$ cat src/rtl/load_store_unit.sv
// Memory-stage load/store unit for the RV32I pipeline: drives a req/gnt/rvalid
// data port, formats store lanes and strobes, and aligns/extends load data.

package riscv_pkg;
   localparam int XLEN = 32;

   typedef enum logic [4:0] {
      OP_NOP, OP_ADD, OP_SUB, OP_AND, OP_OR, OP_XOR,
      OP_LB, OP_LH, OP_LW, OP_LBU, OP_LHU,
      OP_SB, OP_SH, OP_SW,
      OP_JAL, OP_BEQ
   } operation_e;
endpackage

module load_store_unit
   import riscv_pkg::*;
#(
   parameter int unsigned TIMEOUT_CYCLES = 255
) (
   input  logic            clk_i,
   input  logic            rst_i,
   input  logic            valid_i,
   input  operation_e      operation_i,
   input  logic [XLEN-1:0] addr_i,
   input  logic [XLEN-1:0] store_data_i,
   output logic            busy_o,
   output logic            mem_req_o,
   output logic            mem_we_o,
   output logic [XLEN-1:0] mem_addr_o,
   output logic [XLEN-1:0] mem_wdata_o,
   output logic [3:0]      mem_wstrb_o,
   input  logic            mem_gnt_i,
   input  logic            mem_rvalid_i,
   input  logic [XLEN-1:0] mem_rdata_i,
   output logic [XLEN-1:0] mem_data_o,
   output logic            done_o,
   output logic            misaligned_o,
   output logic            bus_err_o
);

   typedef enum logic [1:0] {IDLE, REQ, WAIT_RSP} state_e;

   localparam int CW = (TIMEOUT_CYCLES < 2) ? 1 : $clog2(TIMEOUT_CYCLES);
   localparam logic [CW-1:0] CNT_LAST = CW'(TIMEOUT_CYCLES - 1);

   state_e           state;
   operation_e       op_q;
   logic [1:0]       addr_q;
   logic [CW-1:0]    cnt;

   logic             is_load;
   logic             is_store;
   logic             misaligned;
   logic             timeout;
   logic [XLEN-1:0]  wdata_fmt;
   logic [3:0]       wstrb_fmt;
   logic [7:0]       rbyte;
   logic [15:0]      rhalf;
   logic [XLEN-1:0]  load_val;

   assign busy_o = (state != IDLE);

   // The count of cycles already spent reaches TIMEOUT_CYCLES at this edge.
   assign timeout = (TIMEOUT_CYCLES != 0) && (cnt == CNT_LAST);

   always_comb begin
      is_load    = operation_i inside {OP_LB, OP_LH, OP_LW, OP_LBU, OP_LHU};
      is_store   = operation_i inside {OP_SB, OP_SH, OP_SW};
      misaligned = ((operation_i inside {OP_LW, OP_SW}) && (addr_i[1:0] != 2'b00)) ||
                   ((operation_i inside {OP_LH, OP_LHU, OP_SH}) && addr_i[0]);
      wdata_fmt  = store_data_i;
      wstrb_fmt  = 4'b0000;
      case (operation_i)
         OP_SB: begin
            wdata_fmt = {4{store_data_i[7:0]}};
            wstrb_fmt = 4'b0001 << addr_i[1:0];
         end
         OP_SH: begin
            wdata_fmt = {2{store_data_i[15:0]}};
            wstrb_fmt = 4'b0011 << addr_i[1:0];
         end
         OP_SW: begin
            wdata_fmt = store_data_i;
            wstrb_fmt = 4'b1111;
         end
         default: ;
      endcase
   end

   always_comb begin
      rbyte    = mem_rdata_i[{addr_q, 3'b000} +: 8];
      rhalf    = mem_rdata_i[{addr_q[1], 4'b0000} +: 16];
      load_val = mem_rdata_i;
      case (op_q)
         OP_LB:   load_val = {{24{rbyte[7]}}, rbyte};
         OP_LBU:  load_val = {24'd0, rbyte};
         OP_LH:   load_val = {{16{rhalf[15]}}, rhalf};
         OP_LHU:  load_val = {16'd0, rhalf};
         default: load_val = mem_rdata_i;
      endcase
   end

   always_ff @(posedge clk_i) begin
      if (rst_i) begin
         state        <= IDLE;
         op_q         <= OP_NOP;
         addr_q       <= 2'b00;
         cnt          <= '0;
         mem_req_o    <= 1'b0;
         mem_we_o     <= 1'b0;
         mem_addr_o   <= '0;
         mem_wdata_o  <= '0;
         mem_wstrb_o  <= 4'b0000;
         mem_data_o   <= '0;
         done_o       <= 1'b0;
         misaligned_o <= 1'b0;
         bus_err_o    <= 1'b0;
      end else begin
         done_o       <= 1'b0;
         misaligned_o <= 1'b0;
         bus_err_o    <= 1'b0;
         case (state)
            IDLE: begin
               if (valid_i && (is_load || is_store)) begin
                  if (misaligned) begin
                     misaligned_o <= 1'b1;
                     done_o       <= 1'b1;
                  end else begin
                     op_q        <= operation_i;
                     addr_q      <= addr_i[1:0];
                     mem_req_o   <= 1'b1;
                     mem_we_o    <= is_store;
                     mem_addr_o  <= {addr_i[XLEN-1:2], 2'b00};
                     mem_wdata_o <= wdata_fmt;
                     mem_wstrb_o <= wstrb_fmt;
                     cnt         <= '0;
                     state       <= REQ;
                  end
               end
            end
            REQ: begin
               // A grant in the final watchdog cycle still completes the access.
               if (mem_gnt_i) begin
                  mem_req_o <= 1'b0;
                  cnt       <= '0;
                  if (mem_we_o) begin
                     done_o <= 1'b1;
                     state  <= IDLE;
                  end else begin
                     state  <= WAIT_RSP;
                  end
               end else if (timeout) begin
                  mem_req_o  <= 1'b0;
                  mem_data_o <= '0;
                  bus_err_o  <= 1'b1;
                  done_o     <= 1'b1;
                  state      <= IDLE;
               end else begin
                  cnt <= cnt + CW'(1);
               end
            end
            WAIT_RSP: begin
               if (mem_rvalid_i) begin
                  mem_data_o <= load_val;
                  done_o     <= 1'b1;
                  state      <= IDLE;
               end else if (timeout) begin
                  mem_data_o <= '0;
                  bus_err_o  <= 1'b1;
                  done_o     <= 1'b1;
                  state      <= IDLE;
               end else begin
                  cnt <= cnt + CW'(1);
               end
            end
            default: state <= IDLE;
         endcase
      end
   end

endmodule

$ cat config.mk
export PLATFORM = sky130hd
export DESIGN_NAME = load_store_unit
export DESIGN_NICKNAME = d
export VERILOG_FILES = /design/src/rtl/load_store_unit.sv
export SDC_FILE = /design/constraint.sdc
export NUM_CORES = 1
export LEC_CHECK = 0
export BUFFER_PORTS_ARGS = -buffer_cell sky130_fd_sc_hd__buf_4
export CAP_MARGIN = 25
export CORE_MARGIN = 2
export CORE_UTILIZATION = 53
export DETAILED_ROUTE_END_ITERATION = 10
export PLACE_DENSITY = 0.85
export SETUP_SLACK_MARGIN = 0.15
export SLEW_MARGIN = 20
export SYNTH_ARGS = -nofsm -noshare
export SYNTH_HDL_FRONTEND = slang
export SYNTH_SLANG_ARGS = --single-unit
export TNS_END_PERCENT = 10
$ cat constraint.sdc
create_clock -name clk_i -period 6.5 [get_ports clk_i]
set_input_delay 1.95 -clock clk_i [delete_from_list [all_inputs] [get_ports clk_i]]
set_output_delay 1.95 -clock clk_i [all_outputs]
set_load 0.03 [all_outputs]
**Yosys cells after proc, flatten, opt, wreduce, memory -nomap -nowiden**

Cells that the tools add are included.

- Bits in registers: 120
- Output and inout port bits: 106
- Input bits: 106
- Logic and storage cells: 96

- Shifts and indexed selects: 4
- Bitwise operators: 2
- Add/sub/neg operators: 1
- Eq/ne operators: 20
- Reduce and logical (&&, ||, !) cells: 21
- Mux-type cells: 35

Operators by type and width:

| cell | count |
|---|---|
| $pmux 32 s2 | 2 |
| $pmux 32 s4 | 1 |
| $mux 32 | 3 |
| $eq 5x4->1 const B | 8 |
| $mux 8 | 5 |
| $shiftx 32x6->16 | 1 |
| $shiftx 32x6->8 | 1 |
| $pmux 8 s3 | 1 |
| $eq 5x3->1 const B | 4 |
| $mux 1 | 12 |
| $mux 2 | 6 |
| $pmux 4 s3 | 1 |
| $reduce_bool 2->1 | 5 |
| $reduce_bool 3->1 | 3 |
| $add 8x1->8 const B | 1 |
| $eq 8x8->1 const B | 1 |
| $ne 2x2->1 const B | 4 |
| $reduce_and 4->1 | 2 |
| $pmux 2 s3 | 1 |
| $reduce_bool 5->1 | 1 |
| $pmux 1 s2 | 2 |
| $reduce_and 2->1 | 2 |
| $shl 1x2->4 const A | 1 |
| $shl 2x2->4 const A | 1 |
| 10 further kinds | 14 |

**Depth between registers and ports, before layout**

- Depth after elaboration: 7
- Mapped depth: 9
- Gate-level depth less buffers: 7

**Worst setup path before layout**

OpenSTA, ideal clock, no wires.

- Kind: input port to flip-flop
- From: in operation_i[1]
- To: reg mem_addr_o[11]
- Stages: 8
- Buffers on the path: 3
- Library setup time: 128 ps
- Path slack: 2968 ps
- Data required time: 6372 ps
- Data arrival time: 3405 ps
- Cells stage by stage: buf_2 -> xnor2_1 -> o32ai_2 -> nor4_4 -> buf_2 -> buf_6 -> mux2i_1 -> nor2_1

- Word-level cells in the longest chain between the ends: 6
- Elaborated cells between the ends (all ways): 19
- Classes of those cells: eq/ne (8); bitwise (1); reduce/logical (10)

RTL lines:

| item | RTL line | RTL |
|---|---|---|
| from (decl) | 23 | `input operation_e operation_i,` |
| $eq 5x3->1 (tied with other cells) | 67, 70 |  |
| $reduce_bool 3->1 or $reduce_bool 2->1 (tied branches) | 70, 69 |  |
| $logic_and 1x1->1 (on tied branches) | 70, 69 |  |
| $logic_or 1x1->1 | 69 | `misaligned = ((operation_i inside {OP_LW, OP_SW}) && (addr_i[1:0] != 2'b00)) \|\|` |
| $not 1->1 (no source line) | - |  |
| $reduce_and 3->1 (no source line) (*) | - |  |
| to (signal assigned) | 133 | `mem_addr_o <= {addr_i[XLEN-1:2], 2'b00};` |
| to (decl) | 29 | `output logic [XLEN-1:0] mem_addr_o,` |

Mark *: on every way between the ends. The rest lies on a longest branch, timed or not.
A chain may end at the register's enable or synchronous reset.

==> flow_metrics.tcl <==
set metrics [dict create \
    antenna_found_initial 0 \
    die_h_um 105.8 \
    critical_path_class "input port to register" \
    p_per_area_nw_per_um2 243.8 \
    layout_common_cells "buf_4, dfxtp_1, nor2_1, mux2i_1, nand2_1" \
    drtIter0Drc 308 \
    layout.nets 876 \
    crit_path_start_kind "input port" \
    yosysSeqAreaShare_pct 43.73 \
    critPathBufInv 3 \
    ir_drop_v 0.0001830 \
    die-area_um2 11200 \
    yosys_register_bits 120 \
    max-cap-violations 0 \
    drc 0 \
    path_delay_family "buffers and inverters" \
    synth_edf_count 0 \
    grt_max_degree 88 \
    start_util_pct 53.94 \
    n_antenna_cell 0 \
    place_congestion 0.9168 \
    ant_nets 0 \
    crit_path_max_incr_delay_ns 0.67 \
    endpoint_kind "register" \
    hold_viol 0 \
    skew_ns 0.007428 \
    synthCells 577 \
    grt_usage_pct 27.31 \
    final_cells 913 \
    synth-warning-count 0 \
    cp.required_ns 6.89 \
    cts_tree "built" \
    syn_area_per_cell_um2 9.522 \
    wirelength_mm 15.43 \
    post_cts_buffers 0 \
    drive_gt1_share_pct 34.11 \
    grt_pass1_vias 5100 \
    htreeDepth 4 \
    syn-cell-area_um2 5494 \
    hpwlAfterDp_mm 10.82 \
    synthArstFlopShare_pct 0 \
    crit_arrival_ns 4.41 \
    min_period_ns 4.016 \
    clock.fmax_mhz 249.0 \
    cts_num_sinks 120 \
    port_buffers 209 \
    utilization_pct 74.67 \
    drtPass1Iterations 6 \
    core-area_um2 10180 \
    die_w_um 105.8 \
    num_vias 5306 \
    busiest_layer "met2" \
    placedCellCount 879 \
    grt_overflow_total 0 \
    slew_viol_final 0 \
    setup-tns-final_ns 0 \
    met2_usage_pct 45.67 \
    outcome "finished, final reports clean" \
    leakage_uw 0.003227 \
    synth_ff_type "dfxtp_1" \
    final_area_um2 7605 \
    clkTransAtPathRegs_ns 0.06 \
    via_per_inst 5.812 \
    hold_buffers 0 \
    grtUsageMet1_pct 31.94 \
    areaGrowthSynthToFinish_pct 38.42 \
    crit_chain "buf_4 > inv_1 > nand4_1 > nor2b_1 > buf_4 > a221o_1" \
    cp_max_fo 87 \
    cp_slowest_cell "buf_4" \
    root_buffer "clkbuf_8" \
    clockBufferDepth 2 \
    tightest_slew_ns 0.9015 \
    numCtsBuffers 17 \
    num_rows 37 \
    cts_resized 0 \
    grt_use_met3_pct 10.76 \
    hold_path_class "register to register" \
    clk_latency_ns 0.51 \
    layout_commonest_cell "buf_4" \
    io_pins 212 \
    yosysUniqueCellTypes 70 \
    min_period_over_period_pct 61.78 \
    maxSlewHeadroom_pct 39.90 \
    grt_pass1_wl_mm 24.82 \
    setup_viol 0 \
    drt-wirelength-per-cell_um 16.90 \
    place_area_um2 7039 \
    cpMostUsedCell "buf_4" \
    grt_setup_unrepaired "false" \
]
## cells by family after synthesis
group                      Yosys count  synth area share [%]
buffers and inverters               62                 5.238
DFF                                120                 43.73
other                                1               0.06826
muxes                               65                 12.12
xor gates and xnor gates             2                0.3189
adders and majority gates            6                 1.366
AOI/OAI and AO/OA                  151                 21.50
and+or+nand+nor                    170                 15.67
## power breakdown
part           internal [uW]  switching (uW)
combinational            103             129
sequential               757            15.5
clock                    488             361
## through the flow
step	hold WS [ns]	worst slack, ns	power (uW)
floorplan	0.4837	2.968	913.0
global placement	0.4714	1.894	1012
detailed placement	0.4762	1.976	1017
CTS	0.4899	2.516	1861
global route	0.5072	2.320	1918
finish	0.4890	2.484	1854
## area by class of cell
type	count	area (um^2)
Timing Repair Buffer	215	1612
Sequential cell	120	2402
Tap cell	136	170.2
Clock buffer	18	427.9
Inverter	14	52.55
Multi-Input combinational cell	396	2823
Clock inverter	14	117.6
Fill cell	708	2580
## state kept, by name, indices dropped and copies added, names as in the netlist
register / cells
mem_data_o: 32
mem_wdata_o: 32
mem_addr_o: 30
cnt: 8
op_q: 5
mem_wstrb_o: 4
addr_q: 2
state: 2
bus_err_o: 1
done_o: 1
mem_req_o: 1
mem_we_o: 1
misaligned_o: 1
## routing by layer
metal  wire (um)  vias to the layer above
met2        7509                      290
met1        6015                     2458
met4         302                        0
li1            -                     2525
met5           0                        -
met3        1606                       33
## cells in the mapped netlist, types with 3 or more instances
cell | count | area share [%]
dfxtp_1 | 120 | 44
nor2_1 | 83 | 5.7
mux2i_1 | 62 | 11
nand2_1 | 30 | 2.0
a221o_1 | 25 | 4.6
clkbuf_1 | 24 | 1.6
a211oi_1 | 22 | 3.0
buf_2 | 17 | 1.5
o21ai_0 | 16 | 1.5
a21oi_1 | 15 | 1.4
inv_1 | 14 | 0.96
a311oi_1 | 10 | 1.6
a31oi_1 | 9 | 1.0
nor2b_1 | 9 | 1.0
a222oi_1 | 8 | 1.5
o21ai_1 | 8 | 0.73
a22o_1 | 7 | 1.1
nand3_1 | 7 | 0.64
ha_1 | 6 | 1.4
o2bb2ai_1 | 6 | 0.96
and3b_1 | 4 | 0.64
nand4_1 | 4 | 0.46
a31o_2 | 3 | 0.48
and3_1 | 3 | 0.34
buf_4 | 3 | 0.41
buf_6 | 3 | 0.61
nor3_1 | 3 | 0.27
o21a_1 | 3 | 0.41
## final timing paths
kind | cells after the start | endpoint | start | slack (ns)
hold / removal | 1 | mem_data_o[25] | mem_data_o[25] | 0.49
setup reg to reg | 7 | mem_data_o[6] | state[1] | 3.77
hold reg to reg | 1 | mem_data_o[25] | mem_data_o[25] | 0.49
setup / recovery | 6 | mem_data_o[6] | rst_i | 2.48
(Power assumes the default switching activity.)
